==> src/rtl/bram_pkg.sv <==
// Shared FSM type and index-width helper for the multi-read-port BRAM with hardware clear.
package bram_pkg;

    typedef enum logic {
        BRAM_CLEAR = 1'b0,
        BRAM_READY = 1'b1
    } bram_fsm_t;

    function automatic int BRAM_IDX_W(input int depth);
        return (depth > 1) ? $clog2(depth) : 1;
    endfunction

endpackage

==> src/rtl/bram_read_port.sv <==
// One registered read port: stage-1 capture, optional stage-2 output register, valid pipeline.
// With BRAM_WR_FWD_EN defined, same-index write bytes are merged into the captured data.
module bram_read_port
    import bram_pkg::*;
#(
    parameter int WIDTH      = 32,
`ifdef BRAM_WR_FWD_EN
    parameter int IDX_W      = 6,
`endif
    parameter int OUTPUT_REG = 0
) (
    input  logic               clk_i,
    input  logic               rst_i,
    input  logic               ren_i,
    input  logic [WIDTH-1:0]   mem_rdata_i,
`ifdef BRAM_WR_FWD_EN
    input  logic [IDX_W-1:0]   rindex_i,
    input  logic [WIDTH/8-1:0] wen_byte_i,
    input  logic [IDX_W-1:0]   windex_i,
    input  logic [WIDTH-1:0]   wdata_i,
`endif
    output logic [WIDTH-1:0]   rdata_o,
    output logic               rvalid_o
);

    logic [WIDTH-1:0] cap_d;
    logic [WIDTH-1:0] s1_data_q;
    logic             s1_valid_q;

`ifdef BRAM_WR_FWD_EN
    logic hit_s;
    assign hit_s = (rindex_i == windex_i);

    // Write-first merge: enabled write bytes override the array output on an index hit
    always_comb begin
        cap_d = mem_rdata_i;
        for (int b = 0; b < WIDTH/8; b++) begin
            cap_d[b*8 +: 8] = (hit_s && wen_byte_i[b]) ? wdata_i[b*8 +: 8] : mem_rdata_i[b*8 +: 8];
        end
    end
`else
    assign cap_d = mem_rdata_i;
`endif

    // Stage 1: data loads only on an accepted read, valid follows the enable
    always_ff @(posedge clk_i or posedge rst_i) begin
        if (rst_i) begin
            s1_data_q  <= '0;
            s1_valid_q <= 1'b0;
        end else begin
            s1_valid_q <= ren_i;
            if (ren_i) begin
                s1_data_q <= cap_d;
            end
        end
    end

    generate
        if (OUTPUT_REG != 0) begin : g_oreg
            logic [WIDTH-1:0] s2_data_q;
            logic             s2_valid_q;

            // Stage 2: holds data when stage 1 is idle, valid drops
            always_ff @(posedge clk_i or posedge rst_i) begin
                if (rst_i) begin
                    s2_data_q  <= '0;
                    s2_valid_q <= 1'b0;
                end else begin
                    s2_valid_q <= s1_valid_q;
                    if (s1_valid_q) begin
                        s2_data_q <= s1_data_q;
                    end
                end
            end

            assign rdata_o  = s2_data_q;
            assign rvalid_o = s2_valid_q;
        end else begin : g_noreg
            assign rdata_o  = s1_data_q;
            assign rvalid_o = s1_valid_q;
        end
    endgenerate

endmodule

==> src/rtl/bram_mrport_1wport_clr.sv <==
// Multi-read-port, byte-write BRAM with a zeroing sweep after reset or on clear_req.
// Optional macro BRAM_WR_FWD_EN selects write-first read-during-write (default read-first).
module bram_mrport_1wport_clr
    import bram_pkg::*;
#(
    parameter int    WIDTH      = 32,
    parameter int    DEPTH      = 64,
    parameter int    NUM_RPORTS = 2,
    parameter int    OUTPUT_REG = 0,
    parameter string INIT_FILE  = ""
) (
    input  logic                                          CLK,
    input  logic                                          RST,
    input  logic [NUM_RPORTS-1:0]                         ren,
    input  logic [NUM_RPORTS-1:0][BRAM_IDX_W(DEPTH)-1:0]  rindex,
    output logic [NUM_RPORTS-1:0][WIDTH-1:0]              rdata,
    output logic [NUM_RPORTS-1:0]                         rvalid,
    input  logic [WIDTH/8-1:0]                            wen_byte,
    input  logic [BRAM_IDX_W(DEPTH)-1:0]                  windex,
    input  logic [WIDTH-1:0]                              wdata,
    input  logic                                          clear_req,
    output logic                                          ready
);

    localparam int               IDX_W     = BRAM_IDX_W(DEPTH);
    localparam bit               USE_INIT  = (INIT_FILE != "");
    localparam bram_fsm_t        RST_STATE = USE_INIT ? BRAM_READY : BRAM_CLEAR;
    localparam logic [IDX_W-1:0] CNT_LAST  = IDX_W'(DEPTH - 1);

    logic [WIDTH-1:0]      mem_q [DEPTH];
    bram_fsm_t             state_q, state_d;
    logic [IDX_W-1:0]      cnt_q, cnt_d;
    logic                  ready_q, ready_d;
    logic [NUM_RPORTS-1:0] ren_s;
    logic [WIDTH/8-1:0]    wen_s;

    // Sweep counter and state sequencing
    always_comb begin
        state_d = state_q;
        cnt_d   = cnt_q;
        case (state_q)
            BRAM_CLEAR: begin
                if (cnt_q == CNT_LAST) begin
                    state_d = BRAM_READY;
                    cnt_d   = '0;
                end else begin
                    cnt_d   = cnt_q + IDX_W'(1);
                end
            end
            BRAM_READY: begin
                if (clear_req) begin
                    state_d = BRAM_CLEAR;
                    cnt_d   = '0;
                end else begin
                    state_d = BRAM_READY;
                end
            end
            default: begin
                state_d = RST_STATE;
                cnt_d   = '0;
            end
        endcase
        ready_d = (state_d == BRAM_READY);
    end

    // FSM, counter and ready registers
    always_ff @(posedge CLK or posedge RST) begin
        if (RST) begin
            state_q <= RST_STATE;
            cnt_q   <= '0;
            ready_q <= 1'b0;
        end else begin
            state_q <= state_d;
            cnt_q   <= cnt_d;
            ready_q <= ready_d;
        end
    end

    assign ready = ready_q;
    assign ren_s = ren & {NUM_RPORTS{ready_q}};
    assign wen_s = wen_byte & {(WIDTH/8){ready_q}};

    // Array write: the sweep owns the port while clearing; contents survive RST
    always_ff @(posedge CLK) begin
        if (state_q == BRAM_CLEAR) begin
            mem_q[cnt_q] <= '0;
        end else begin
            for (int b = 0; b < WIDTH/8; b++) begin
                if (wen_s[b]) begin
                    mem_q[windex][b*8 +: 8] <= wdata[b*8 +: 8];
                end
            end
        end
    end

    generate
        for (genvar p = 0; p < NUM_RPORTS; p++) begin : g_rport
            bram_read_port #(
                .WIDTH      (WIDTH),
`ifdef BRAM_WR_FWD_EN
                .IDX_W      (IDX_W),
`endif
                .OUTPUT_REG (OUTPUT_REG)
            ) u_rport (
                .clk_i       (CLK),
                .rst_i       (RST),
                .ren_i       (ren_s[p]),
                .mem_rdata_i (mem_q[rindex[p]]),
`ifdef BRAM_WR_FWD_EN
                .rindex_i    (rindex[p]),
                .wen_byte_i  (wen_s),
                .windex_i    (windex),
                .wdata_i     (wdata),
`endif
                .rdata_o     (rdata[p]),
                .rvalid_o    (rvalid[p])
            );
        end
    endgenerate

endmodule

==> config.mk <==
export PLATFORM = sky130hd
export DESIGN_NAME = bram_mrport_1wport_clr
export DESIGN_NICKNAME = d
export VERILOG_FILES = /design/src/rtl/bram_pkg.sv /design/src/rtl/bram_read_port.sv /design/src/rtl/bram_mrport_1wport_clr.sv
export SDC_FILE = /design/constraint.sdc
export NUM_CORES = 2
export LEC_CHECK = 0
export BUFFER_PORTS_ARGS = -buffer_cell sky130_fd_sc_hd__buf_2
export CORE_AREA = 5 5 449 451
export CTS_CLUSTER_DIAMETER = 80
export DETAILED_ROUTE_END_ITERATION = 16
export DIE_AREA = 0 0 454 456
export GPL_ROUTABILITY_DRIVEN = 0
export GPL_TIMING_DRIVEN = 1
export PLACE_DENSITY = 0.75
export SYNTH_ARGS = -nofsm -noshare
export SYNTH_HDL_FRONTEND = slang
export SYNTH_SLANG_ARGS = --single-unit
==> constraint.sdc <==
create_clock -name CLK -period 4.75 [get_ports CLK]
set_clock_uncertainty 0.1 [all_clocks]
set_input_delay 1.425 -clock CLK [delete_from_list [all_inputs] [get_ports CLK]]
set_output_delay 1.425 -clock CLK [all_outputs]
set_load 0.02 [all_outputs]
==> impl_results.html <==
<table>
<tr><th>Metric</th><th>Value</th></tr>
<tr><th colspan="2">Run status</th></tr>
<tr><td>Run status</td><td>finished clean</td></tr>
<tr><th colspan="2">Setup path</th></tr>
<tr><td>Minimum setup slack among reg-to-reg paths</td><td>~1.2 ns</td></tr>
<tr><td>Most frequent cell on the critical path</td><td>buf_4</td></tr>
<tr><td>Crit Path Class</td><td>input port to flip-flop</td></tr>
<tr><td>CP cell instances</td><td>buf_2, o41ai_2, buf_4, a41oi_1, buf_4, nor2_1</td></tr>
<tr><td>Start point of the critical path</td><td>wen_byte[0]</td></tr>
<tr><td>Crit path largest cell delay</td><td>0.95 ns</td></tr>
<tr><td>Critical Path AT</td><td>4.39 ns</td></tr>
<tr><td>Worst-path cell with the longest stage delay</td><td>nor2_1</td></tr>
<tr><td>Sort of element at the end of the critical path</td><td>flip-flop</td></tr>
<tr><td>CP startpoint kind</td><td>input port</td></tr>
<tr><td>Required time at the endpoint of the critical path</td><td>roughly 5.1 ns</td></tr>
<tr><td>Startpoint of the most critical register-to-register path</td><td>ready</td></tr>
<tr><td>Crit-path max FO</td><td>18</td></tr>
<tr><th colspan="2">Synth</th></tr>
<tr><td>Unique cell type count in the Yosys netlist</td><td>50</td></tr>
<tr><td>Summed instance area of the synthesized netlist</td><td>97900 um2</td></tr>
<tr><td>Proportion of netlist area held by the largest area contributor</td><td>62.8%</td></tr>
<tr><td>Number of nets produced by synthesis</td><td>5518</td></tr>
<tr><td>Share of the synthesized area in compound gates (AO/OA/AOI/OAI)</td><td>5.48%</td></tr>
<tr><td>Average size of a mapped cell</td><td>17.9 um2</td></tr>
<tr><td>Mux share of post-synthesis cell area</td><td>23.6%</td></tr>
<tr><td>Post-synth EDFFs</td><td>2048</td></tr>
<tr><td>Total number of yosys warnings</td><td>0</td></tr>
<tr><td>Post-Syn Instances</td><td>5458</td></tr>
<tr><td>XOR/XNOR share of the synthesized area</td><td>0%</td></tr>
<tr><td>Biggest area contributors in the synthesized netlist</td><td>edfxtp_1 63%, mux4_2 18%, mux2i_1 5.9%</td></tr>
<tr><td>Combinational family with the most area after synthesis</td><td>multiplexers</td></tr>
<tr><td>Leading area contributor after synthesis</td><td>edfxtp_1</td></tr>
<tr><td>Proportion of synthesized chip area in sequential cells</td><td>64.7%</td></tr>
<tr><td>Number of synthesized register bits</td><td>2121</td></tr>
<tr><td>Basic-gate share of the synthesized area counting and, or, nand and nor cells</td><td>3.96%</td></tr>
<tr><td>FFs w/ async S/R, synth</td><td>3.44%</td></tr>
<tr><td>Most instantiated flip-flop cell in the synthesis netlist</td><td>edfxtp_1</td></tr>
<tr><td>Post-synthesis adder-cell area fraction</td><td>less than 1%</td></tr>
<tr><th colspan="2">Layout</th></tr>
<tr><td>Fin nets</td><td>5886</td></tr>
<tr><td>Final non-filler cell area</td><td>111000 um2</td></tr>
<tr><td>Most common cell after layout, fill and taps aside</td><td>edfxtp_1</td></tr>
<tr><td>Commonest cells after routing, fill and taps aside</td><td>2048 x edfxtp_1, 767 x mux4_2, 577 x mux2i_1, 418 x buf_4, 320 x a22oi_1</td></tr>
<tr><td>Fraction of the core area covered by cells at the end of the flow</td><td>56.6%</td></tr>
<tr><td>Synthesis-to-finish area growth</td><td>13.8%</td></tr>
<tr><td>Ratio of cells with drive above 1 in the final layout</td><td>29.5%</td></tr>
<tr><th colspan="2">Clocking</th></tr>
<tr><td>Clock transition at the registers of the reported paths</td><td>0.06 ns</td></tr>
<tr><td>Worst-skew pair later-pin latency</td><td>0.86 ns</td></tr>
<tr><td>CTS Hold Bufs</td><td>0</td></tr>
<tr><td>Clock Root Buffer</td><td>clkbuf_16</td></tr>
<tr><td>TritonCTS clock tree</td><td>built</td></tr>
<tr><td>Buffers inserted during post-CTS setup optimization</td><td>0</td></tr>
<tr><td>Resized cells post-CTS</td><td>0</td></tr>
<tr><td>Total clock buffers created by CTS</td><td>209</td></tr>
<tr><td>Sinks on the clock net</td><td>between 2000 and 2500</td></tr>
<tr><td>H-tree depth</td><td>4</td></tr>
<tr><td>Clock tree buffer depth</td><td>3</td></tr>
<tr><th colspan="2">STA</th></tr>
<tr><td>Period Utilization, post-route</td><td>84.8%</td></tr>
<tr><td>Setup violators final</td><td>0</td></tr>
<tr><td>Final worst setup slack</td><td>0.724 ns</td></tr>
<tr><td>WHS</td><td>0.424 ns</td></tr>
<tr><td>Final hold violation count</td><td>0</td></tr>
<tr><td>Relative max-transition margin</td><td>8.32%</td></tr>
<tr><td>Fmax</td><td>248 MHz</td></tr>
<tr><td>Unrepaired setup endpoints after global routing</td><td>false</td></tr>
<tr><td>Total negative setup slack</td><td>0 ns</td></tr>
<tr><td>Max Transition Viols Final</td><td>0</td></tr>
<tr><td>Transition time at the pin with the least slew margin</td><td>around 1.4 ns</td></tr>
<tr><td>Fin crit period</td><td>between 4 and 5 ns</td></tr>
<tr><th colspan="2">Place</th></tr>
<tr><td>Detailed placer's ending HPWL</td><td>~200000 um</td></tr>
<tr><td>Post-Place Cell Area</td><td>104000 um2</td></tr>
<tr><td>Count of input and output buffers</td><td>125</td></tr>
<tr><td>Worst setup slack after placement</td><td>-0.0109 ns</td></tr>
<tr><th colspan="2">Power and ir drop</th></tr>
<tr><td>Leakage power of the design</td><td>37.4 nW</td></tr>
<tr><td>Cell area power density</td><td>398 nW/um2</td></tr>
<tr><td>Max VDD drop</td><td>0.000391 V</td></tr>
<tr><th colspan="2">Global routing</th></tr>
<tr><td>Largest net degree at the start of global routing</td><td>72</td></tr>
<tr><td>First-pass GRT wire length</td><td>between 400000 and 500000 um</td></tr>
<tr><td>Antenna violations before repair</td><td>20</td></tr>
<tr><td>All-Layer GR Usage</td><td>between 20% and 30%</td></tr>
<tr><td>Remaining global-route overflow</td><td>0</td></tr>
<tr><td>Number of global-route vias before repair</td><td>60100</td></tr>
<tr><th colspan="2">Routing</th></tr>
<tr><td>Sum of routed wire length over all layers</td><td>a little under 300000 um</td></tr>
<tr><td>Routed vias/inst</td><td>6.89</td></tr>
<tr><td>WL per Instance</td><td>about 34 um</td></tr>
<tr><td>Pre-antenna DRT Iters</td><td>9</td></tr>
<tr><td>Vias after detailed routing</td><td>59700</td></tr>
<tr><td>DR DRC count</td><td>0</td></tr>
<tr><td>Number of violations reported at the end of detailed-routing iteration 0</td><td>9098</td></tr>
<tr><td>Antenna Violating Nets Remaining</td><td>0</td></tr>
<tr><th colspan="2">Die</th></tr>
<tr><td>Effective utilization at floorplan</td><td>49.7%</td></tr>
<tr><td>Die W</td><td>between 400 and 500 um</td></tr>
<tr><td>Number of ports placed on the die boundary</td><td>126</td></tr>
<tr><td>Number of standard-cell rows in the floorplan</td><td>163</td></tr>
<tr><td>Die outline height</td><td>between 400 and 500 um</td></tr>
<tr><td>Area of the die</td><td>207000 um2</td></tr>
<tr><td>Core area</td><td>between 150000 and 200000 um2</td></tr>
<tr><th colspan="2">Hold path</th></tr>
<tr><td>Classification of the worst-slack hold path</td><td>flip-flop to flip-flop</td></tr>
<tr><td>Worst hold path startpoint</td><td>g_rport[0].u_rport.rdata_o[13]</td></tr>
<tr><th colspan="2">Flow run</th></tr>
<tr><td>Max-cap violation count</td><td>0</td></tr>
</table>
-- through the flow --
| step | instances | total power [mW] |
|---|---|---|
| finish | 8665 | 44.4 |
| global route | 8647 | 45.5 |
| CTS | 8645 | 44.3 |
| detailed placement | 8255 | 27.8 |
| global placement | 8255 | 27.6 |
| floorplan | 5458 | 25.0 |
-- cell type report --
class,count,area (um2)
multi-input cells,2882,32600
diodes,20,50.0
well taps,2640,3300
clock buffers,268,5590
fillers,14400,85400
repair buffers,606,5090
clock inverters,122,1420
inverters,6,27.5
flip-flops and latches,2121,63300
-- cells by family after synthesis --
logic type               Yosys count
AO/OA/AOI/OAI                    735
adder cells (fa/ha/maj)            1
AND/OR/NAND/NOR                  799
buffers and inverters            455
multiplexers                    1347
flip-flops                      2121
-- cells in the mapped netlist (all sizes together) (3+ instances only) --
cell,number
and2,66
nor2,268
dfrtp,73
nand2b,8
or3,67
nand4,64
nand3b,7
nor2b,39
inv,6
o31ai,9
clkbuf,202
a21oi,64
mux4,768
edfxtp,2048
or3b,4
o31a,5
a221o,64
o22ai,129
nand2,127
and3,4
mux2i,577
nand3,135
o21ai,5
a211oi,124
buf,247
a22oi,320
nor3b,3
-- report_power, final --
group	internal, mW	switching [mW]
combinational	1.97	3.71
sequential	21.3	0.543
clock	9.50	7.33
total	32.8	11.6
-- path summary, 6_finish.rpt --
check	cells past startpoint	end
worst max-delay path	6	mem_q[63][24]
worst min-delay path	1	g_rport[0].u_rport.rdata_o[13]
worst max register to register	6	mem_q[35][29]
worst min register to register	1	g_rport[0].u_rport.rdata_o[13]
max in group asynchronous	3	g_rport[0].u_rport.rdata_o[24]
min in group asynchronous	2	cnt_q[0]
-- per-layer routing --
metal / up-vias / global-route usage, % / share of wire, %
met3: 862 / 7.09 / 12
met1: 30600 / 35.9 / 33
met2: 4480 / 45.3 / 48
met5: - / 0 / 0.016
li1: 23800 / - / -
met4: 8 / 14.9 / 6.5
-- flip-flops by register name, summed over array words and instances, names as in the netlist --
| name | count |
|---|---|
| cnt_q | 6 |
| g_rport.u_rport.rvalid_o | 2 |
| g_rport.u_rport.rdata_o | 64 |
| ready | 1 |
| mem_q | 2048 |
-- worst max-delay path: cells and delay by family --
| family | cells | cell delay, ns |
|---|---|---|
| buffers and inverters | 3 | 0.78 |
| AO/OA/AOI/OAI | 2 | 1.21 |
| AND/OR/NAND/NOR | 1 | 0.95 |
Note: power is estimated with default switching activity, not from simulation.
